File: config.mk
export PLATFORM = sky130hd
export DESIGN_NAME = pfifo_pop_reader
export DESIGN_NICKNAME = d
export VERILOG_FILES = /design/src/rtl/pfifo_pop_reader.sv
export SDC_FILE = /design/constraint.sdc
export NUM_CORES = 1
export LEC_CHECK = 0
export CELL_PAD_IN_SITES_DETAIL_PLACEMENT = 0
export CELL_PAD_IN_SITES_GLOBAL_PLACEMENT = 2
export CORE_ASPECT_RATIO = 2
export CORE_MARGIN = 1.5
export CORE_UTILIZATION = 27
export DETAILED_ROUTE_END_ITERATION = 6
export GPL_TIMING_DRIVEN = 0
export PLACE_DENSITY_LB_ADDON = 0.2
export SYNTH_ARGS = -nofsm -noshare
export SYNTH_HDL_FRONTEND = slang
export SYNTH_SLANG_ARGS = --single-unit
export TNS_END_PERCENT = 20
File: constraint.sdc
create_clock -name i_core_clk -period 10 [get_ports i_core_clk]
set_clock_uncertainty 0.15 [all_clocks]
set_input_delay 1 -clock i_core_clk [delete_from_list [all_inputs] [get_ports i_core_clk]]
set_output_delay 1 -clock i_core_clk [all_outputs]
set_load 0.02 [all_outputs]
File: src/rtl/pfifo_pop_reader.sv
// Read-side controller for the 6-bit-LLR packing FIFO: pops job chunks and re-issues them on a valid/ready stream.
// Optional build macro PFIFO_POP_LLR_CLIP_EN: clips captured LLRs of -32 to -31.
module pfifo_pop_reader #(
  parameter int MAX_CHUNK = 16,
  parameter int LEN_W     = 16
) (
  input  logic             i_core_clk,
  input  logic             i_rx_rstn,
  input  logic             i_job_start,
  input  logic [LEN_W-1:0] i_job_len,
  input  logic             i_abort,
  output logic             o_busy,
  output logic             o_job_done,
  output logic             PopPermit,
  output logic [3:0]       PopAmout,
  input  logic [95:0]      PopData,
  input  logic             PopEnable,
  output logic [95:0]      o_data,
  output logic [3:0]       o_amount,
  output logic             o_valid,
  input  logic             i_ready,
  output logic             o_last
);

  typedef enum logic [1:0] {ST_IDLE, ST_RUN, ST_DRAIN} state_t;

  state_t           r_state;
  logic [LEN_W-1:0] r_remaining;
  logic             r_busy;
  logic             r_job_done;
  logic [95:0]      r_data;
  logic [3:0]       r_amount;
  logic             r_valid;
  logic             r_last;

  logic [4:0]       w_chunk;
  logic [3:0]       w_amt;
  logic             w_permit;
  logic             w_pop;
  logic             w_hs;
  logic             w_last_chunk;
  logic [95:0]      w_lanes;

  assign w_chunk      = (r_remaining >= LEN_W'(MAX_CHUNK)) ? 5'(MAX_CHUNK) : r_remaining[4:0];
  assign w_amt        = 4'(w_chunk - 5'd1);
  assign w_permit     = (r_state == ST_RUN) && (!r_valid || i_ready);
  // Pops are only honoured while permitted; stray strobes are ignored.
  assign w_pop        = PopEnable && w_permit;
  assign w_hs         = r_valid && i_ready;
  assign w_last_chunk = (r_remaining == LEN_W'(w_chunk));

  assign PopPermit  = w_permit;
  assign PopAmout   = (r_state == ST_RUN) ? w_amt : 4'd0;
  assign o_busy     = r_busy;
  assign o_job_done = r_job_done;
  assign o_data     = r_data;
  assign o_amount   = r_amount;
  assign o_valid    = r_valid;
  assign o_last     = r_last;

  // Lanes beyond the popped amount are forced to zero.
  genvar gi;
  generate
    for (gi = 0; gi < 16; gi++) begin : g_lane
      localparam logic [3:0] LANE = 4'(gi);
      logic [5:0] w_llr;
`ifdef PFIFO_POP_LLR_CLIP_EN
      assign w_llr = (PopData[gi*6 +: 6] == 6'h20) ? 6'h21 : PopData[gi*6 +: 6];
`else
      assign w_llr = PopData[gi*6 +: 6];
`endif
      assign w_lanes[gi*6 +: 6] = (LANE <= PopAmout) ? w_llr : 6'd0;
    end
  endgenerate

  always_ff @(posedge i_core_clk or negedge i_rx_rstn) begin
    if (!i_rx_rstn) begin
      r_state     <= ST_IDLE;
      r_remaining <= '0;
      r_busy      <= 1'b0;
      r_job_done  <= 1'b0;
      r_data      <= '0;
      r_amount    <= '0;
      r_valid     <= 1'b0;
      r_last      <= 1'b0;
    end else begin
      r_job_done <= 1'b0;
      if (i_abort) begin
        r_state     <= ST_IDLE;
        r_remaining <= '0;
        r_busy      <= 1'b0;
        r_valid     <= 1'b0;
        r_last      <= 1'b0;
      end else begin
        case (r_state)
          ST_IDLE: begin
            if (i_job_start && (i_job_len != '0)) begin
              r_remaining <= i_job_len;
              r_busy      <= 1'b1;
              r_state     <= ST_RUN;
            end
          end
          ST_RUN, ST_DRAIN: begin
            if (w_pop) begin
              r_data      <= w_lanes;
              r_amount    <= w_amt;
              r_valid     <= 1'b1;
              r_remaining <= r_remaining - LEN_W'(w_chunk);
              r_last      <= w_last_chunk;
              if (w_last_chunk) r_state <= ST_DRAIN;
            end else if (w_hs) begin
              r_valid <= 1'b0;
              r_last  <= 1'b0;
              if ((r_state == ST_DRAIN) && r_last) begin
                r_state    <= ST_IDLE;
                r_busy     <= 1'b0;
                r_job_done <= 1'b1;
              end
            end
          end
          default: r_state <= ST_IDLE;
        endcase
      end
    end
  end

endmodule

==> impl_results.md, run 1 <==
- Crit path capture type: output port
- Share of total power in combinational logic: 47.6%
- Top_reg_cell synth: dfrtp_1
- Die H: 206 um
- # Post-CTS Setup Buffers: 0
- Leakage power: 3.75 nW
- Power per Cell Area: 323 nW/um^2
- MaxCap Viol Count: 0
- Netlist cell types: 59
- Final WL: 21,200 um
- Setup violators final: 0
- Largest net degree at the start of global routing: 95
- Row count: 74
- Placed cell count: 1,030
- HP Class: in -> async
- Post-synth ARST share: 100%
- Num CTS Buffers: 17
- Flop pwr share: 29.9%
- Final Hold Fails: 0
- Max Clock Freq: 0.190 GHz
- Sink Count: 122
- Slew at the pin closest to its max-slew limit: 1.11 ns
- Area grow syn2layout: 58.6%
- DRT iter0 DRCs: 241
- CTS H-tree depth: 4
- Vias in the first global route: 5,479
- Final net count: 907
- Total die area: 21,500 um^2
- Root buffer cell: clkbuf_16
- VDD IR-drop max: 0.000171 V
- Clock transition at path regs: 0.06 ns
- Switching power: 0.00110 W
- CP cell instances: or4_4, nor4_2, clkbuf_1, nand2_1, ha_1, clkbuf_1, inv_1, nand2_1, inv_1, clkdlybuf4s50_1
- Fillers: 1,973
- Crit path DAT: 4.12 ns
- Post-route DRC: 0
- CTS tree: done
- Final setup TNS: 0 ns
- Seq cells post-synth: 122
- Number of I/O pins: 227
- YS warnings: 0
- Final Cycle Share: 52.7%
- WHS: 0.304 ns
- GR Util All Layers: 19.7%
- EDFF count, synth: 0
- Post-DRT Antenna Nets: 0
- Resize count post-CTS: 0
- Worst skew pair latency: 0.42 ns
- Hpwl dp: 16,600 um
- Initial Util: 27.4%
- Internal: 0.00174 W
- Clock Tree Buf Depth: 2
- Slew HR: 25.3%
- Mean post-synth cell area: 10.4 um^2
- Clock share of power: 22.5%
- TritonRoute pass-1 iters: 6
- Post-synth top area cell: dfrtp_1
- Synth Instances: 536
- Fin cells: 1,065
- Final min period: 5.27 ns
- CORE AREA: 20,300 um^2
- Crit Path Category: reg -> out
- GPL Wtd Cong: 0.818
- Synthesized cell area: 5550 um^2
- CP peak stage delay: 0.61 ns
- Sw Share: 38.8%
- Area contributors post-synth: dfrtp_1, a22o_1, nand2_1, a21oi_1, nor2_1
- Slowest stage cell, crit path: or4_4
- DR vias: 5,286
- Die W: 104 um
- Critical Path Source Type: flip-flop
- Crit Path Max Fanout: 10
- Final Max Slew Viols: 0
- Critical Path RT: 8.85 ns
- Per-cell routed wire length: 19.9 um
- Synth cell count leaders: dfrtp_1, nand2_1, a22o_1, a21oi_1, nor2_1
- Critical path's top delay family: buffers and inverters
- Post-synth top area share: 55.0%
- Total grt overflow: 0
- Initial antenna violation count: 1
- Net Count, Synth: 660
- RSZ-0062 raised after global routing: false
- Sequential area share after synthesis: 55.0%
- Via-per-instance ratio: 4.96
- Most frequent cell after synthesis: dfrtp_1
- Port Buf Inserts: 226
- Outcome: finished, final reports clean
- CP bufs+invs: 5
- Hold-fix buffers, CTS: 0
- First-pass GRT wire length: 31,600 um
- Layout cells sized above 1: 7.04%
state kept, by name, summed over array words and instances, names as in the netlist:
signal and flops:
o_amount 4, r_remaining 16, o_data 96, o_job_done 1, o_busy 1, r_state 2, o_valid 1, o_last 1
final cells by class:
cell class	count	area, um^2	share of cell area (%)
inverter	14	52.6	0.597
clock inverter	11	144	1.63
timing repair buffer	228	2300	26.1
tap	266	333	3.78
clock buffer	21	470	5.35
antenna	3	7.51	0.0853
multi-input combinational	373	2340	26.6
buffer	27	103	1.17
sequential	122	3050	34.7
worst reg2reg max path: cells and delay by family, from the launching register on:
kind,cells,cell delay (ns)
compound gates,2,0.92
fa+ha+maj,1,0.36
flops,1,0.45
simple gates,3,1.10
buf+inv,3,1.06
stage by stage:
| step | setup slack, ns | area, um^2 | util, % | total power, W |
|---|---|---|---|---|
| 6_report | 4.73 | 8800 | 43.4 | 0.00284 |
| 5_1_grt | 4.47 | 8800 | 43.4 | 0.00299 |
| 4_1_cts | 4.70 | 8790 | 43.4 | 0.00287 |
| 3_5_place_dp | 5.18 | 8180 | 40.3 | 0.00221 |
| 3_3_place_gp | 2.79 | 8150 | 40.2 | 0.00218 |
| 2_1_floorplan | 6.29 | 5550 | - | 0.00155 |
worst paths after layout:
path	start	to	slack, ns	cells after the start
worst max register to register	r_remaining[6]	o_data[40]	5.80	9
worst max-delay path	r_remaining[6]	PopAmout[1]	4.73	10
worst min register to register	o_data[0]	o_data[0]	0.32	2
worst min-delay path	i_rx_rstn	o_data[38]	0.30	1
min in group i_core_clk	o_data[0]	o_data[0]	0.32	2
max in group asynchronous	i_rx_rstn	o_data[67]	8.61	2
per-layer routing:
layer,routed length (um),up-vias,share of wire (%),global-route usage (%)
met5,0,-,0,0
met4,651,0,3.1,10.1
met3,938,37,4.4,4.24
met2,12400,189,58,38.7
met1,7260,2602,34,18.7
li1,-,2458,-,-
power groups by stage:
stage / Sequential, W / Combinational [W] / Clock, W
2_1_floorplan: 0.00106 / 0.000492 / 0
3_3_place_gp: 0.000847 / 0.00134 / 0
3_5_place_dp: 0.000858 / 0.00135 / 0
4_1_cts: 0.000850 / 0.00136 / 0.000659
5_1_grt: 0.000877 / 0.00144 / 0.000676
6_report: 0.000849 / 0.00135 / 0.000639
placed cells by master (no fill, tap or decap), drive strengths merged, types with 5 or more instances in the layout:
| cell type | n |
|---|---|
| or3 | 5 |
| o211ai | 5 |
| clkbuf | 47 |
| inv | 14 |
| nor2 | 28 |
| dfrtp | 122 |
| or4 | 7 |
| and2 | 6 |
| ha | 6 |
| clkinv | 7 |
| clkdlybuf4s50 | 225 |
| a21oi | 41 |
| mux2i | 9 |
| a31oi | 11 |
| nor3 | 7 |
| nor4 | 7 |
| a22o | 56 |
| nand2 | 105 |
| o21ai | 19 |
cell families (layout without fill, tap and decap cells):
group                      count (synthesis)  in the layout  share of synthesized area, %
and+or+nand+nor                          180            180                          15.5
adders and majority gates                  6              6                          1.35
xor gates and xnor gates                   4              4                         0.767
other                                      1              4                        0.0676
DFF                                      122            122                          55.0
AOI/OAI and AO/OA                        170            170                          22.3
buffers and inverters                     41            301                          2.80
muxes                                     12             12                          2.23
No activity file was read; power rests on OpenSTA's default activity.
==> run 2: changes to the inputs <==
CORE_UTILIZATION = 26   (was 27)
clock period = 5.1 ns   (was 10 ns; I/O delays follow)
==> impl_results.md, run 2 (synthesized netlist as in run 1, its figures left out) <==
- Initial Util: 26.5% (was 27.4%)
- CP cell instances: buf_2, or4_4, nor4_2, clkbuf_1, nand2_1, ha_1, inv_1, nand2_1, inv_1, clkdlybuf4s50_1 (was or4_4, nor4_2, clkbuf_1, nand2_1, ha_1, clkbuf_1, inv_1, nand2_1, inv_1, clkdlybuf4s50_1)
- Resize count post-CTS: 0 (unchanged)
- CTS H-tree depth: 4 (unchanged)
- TritonRoute pass-1 iters: 4 (was 6)
- CORE AREA: 20,900 um^2 (was 20,300 um^2)
- GPL Wtd Cong: 0.854 (was 0.818)
- Post-Route Utilization: 42.2% (was 43.4%)
- Hpwl dp: 16,500 um (was 16,600 um)
- Root buffer cell: clkbuf_16 (unchanged)
- Fillers: 2,085 (was 1,973)
- Crit Path Max Fanout: 12 (was 10)
- Via-per-instance ratio: 4.90 (was 4.96)
- Layout cells sized above 1: 7.04% (about the same)
- RSZ-0062 raised after global routing: false (unchanged)
- CP peak stage delay: 0.62 ns (was 0.61 ns)
- Initial antenna violation count: 0 (was 1)
- Die H: 210 um (was 206 um)
- Post-DRT Antenna Nets: 0 (unchanged)
- WHS: 0.324 ns (was 0.304 ns)
- Final net count: 906 (was 907)
- Row count: 75 (was 74)
- Worst Hold Path EP: o_data[0]
- Die W: 106 um (was 104 um)
- Min-Delay Startpoint: o_data[0]
- Critical path's top delay family: buffers and inverters (unchanged)
- Sink Count: 122 (unchanged)
- Post-route DRC: 0 (unchanged)
- Final min period: 4.64 ns
- Crit path capture type: output port (unchanged)
- Per-cell routed wire length: 19.6 um (was 19.9 um)
- First-pass GRT wire length: 31,800 um (was 31,600 um)
- DRT iter0 DRCs: 230 (was 241)
- Port Buf Inserts: 226 (unchanged)
- Final Hold Fails: 0 (unchanged)
- Worst skew pair latency: 0.43 ns (was 0.42 ns)
- Final setup TNS: 0 ns (unchanged)
- Leakage power: 3.74 nW (was 3.75 nW)
- Area grow syn2layout: 59.0% (was 58.6%)
- Final WL: 20,900 um (was 21,200 um)
- R2R depth: 9 (unchanged)
- DR vias: 5,213 (was 5,286)
- Critical Path Source Type: flip-flop (unchanged)
- Clock Tree Buf Depth: 2 (unchanged)
- Final Max Slew Viols: 0 (unchanged)
- GR Util All Layers: 19.3% (was 19.7%)
- Tot Pwr: 0.00561 W (was 0.00284 W)
- VDD IR-drop max: 0.000220 V (was 0.000171 V)
- CTS tree: done (unchanged)
- Final Cycle Share: 91.0%
- Total die area: 22,300 um^2 (was 21,500 um^2)
- Worst r2r dst: o_data[9] (was o_data[40])
- Crit path DAT: 3.98 ns (was 4.12 ns)
- Hold Path Depth: 2
- Number of I/O pins: 227 (unchanged)
- Max Clock Freq: 0.215 GHz
- Slew HR: 26.2% (was 25.3%)
- Power per Cell Area: 636 nW/um^2 (was 323 nW/um^2)
- Setup violators final: 0 (unchanged)
- Slew at the pin closest to its max-slew limit: 1.10 ns (was 1.11 ns)
- MaxCap Viol Count: 0 (unchanged)
- Vias in the first global route: 5,564 (was 5,479)
- Antenna cells: 0 (was 3)
- HP Class: reg -> reg (was in -> async)
- Outcome: finished, final reports clean (unchanged)
- Worst setup path startpoint: r_remaining[4] (was r_remaining[6])
- Max reg flops: 96 (unchanged)
- Most frequent cells in the layout: clkdlybuf4s50_1, dfrtp_1, nand2_1 (unchanged)
- Num CTS Buffers: 17 (unchanged)
- Commonest non-fill, non-tap cell in the layout: clkdlybuf4s50_1 (unchanged)
- Reg2Reg Setup Slack: 1.01 ns (was 5.80 ns)
- Critical Path RT: 4.44 ns (was 8.85 ns)
- CP bufs+invs: 5 (unchanged)
- Reg2reg start: r_remaining[4] (was r_remaining[6])
- Clock transition at path regs: 0.06 ns (about the same)
- Total grt overflow: 0 (unchanged)
- Slowest stage cell, crit path: ha_1 (was or4_4)
- Crit Path Category: reg -> out (unchanged)
- Largest net degree at the start of global routing: 75 (was 95)
==> run 2: area by class of cell <==
class | count | area [um^2] | share of cell area, %
sequential | 122 | 3050 | 34.6
clock buffer | 17 | 425 | 4.82
inverter | 14 | 52.6 | 0.595
timing repair buffer | 228 | 2300 | 26.1
tap | 269 | 337 | 3.81
clock inverter | 15 | 216 | 2.45
multi-input combinational | 373 | 2340 | 26.5
buffer | 26 | 98.8 | 1.12
==> run 2: power breakdown <==
| group | switching [W] | internal, W |
|---|---|---|
| Combinational | 0.00143 | 0.00121 |
| Clock | 0.000489 | 0.000828 |
| Sequential | 0.000272 | 0.00138 |
| Total | 0.00219 | 0.00342 |
==> run 2: routing by layer <==
metal | share of wire (%) | GRT usage (%)
met1 | 33 | 18.1
met2 | 57 | 36.5
met3 | 5.1 | 4.53
met4 | 5.3 | 12.2
met5 | 0 | 0
==> run 2: worst max-delay path by stage <==
stage,endpoint,slack [ns],cells after the start
final,PopAmout[1],0.46,10
after global placement,o_data[64],-1.60,1
after global routing,PopAmout[1],0.22,10
after detailed placement,PopAmout[1],0.67,11
after floorplan,o_data[24],1.82,9
after CTS,PopAmout[1],0.17,11
==> run 2: repair_timing <==
| action | in CTS | in global routing |
|---|---|---|
| setup endpoints to repair | 0 | 1 |
| hold buffers | 1 | 0 |
| endpoints found under the hold margin | 48 | 0 |
| buffers inserted | 0 | 0 |
==> run 2: stage by stage <==
stage               instance area, um^2  setup WS (ns)  instances
floorplan                          5550           1.82        536
global placement                   8150          -1.60       1031
detailed placement                 8180          0.670       1032
CTS                                8830          0.175       1065
global route                       8830          0.216       1064
finish                             8830          0.457       1064
==> run 2: worst reg2reg max path: stages (launching register included) <==
cell and delay (ns):
dfrtp_1 0.36, buf_2 0.17, or4_4 0.54, nor4_2 0.27
clkbuf_1 0.42, nand2_1 0.21, ha_1 0.62, nand2_1 0.20
nor4_1 0.86, a21oi_1 0.10
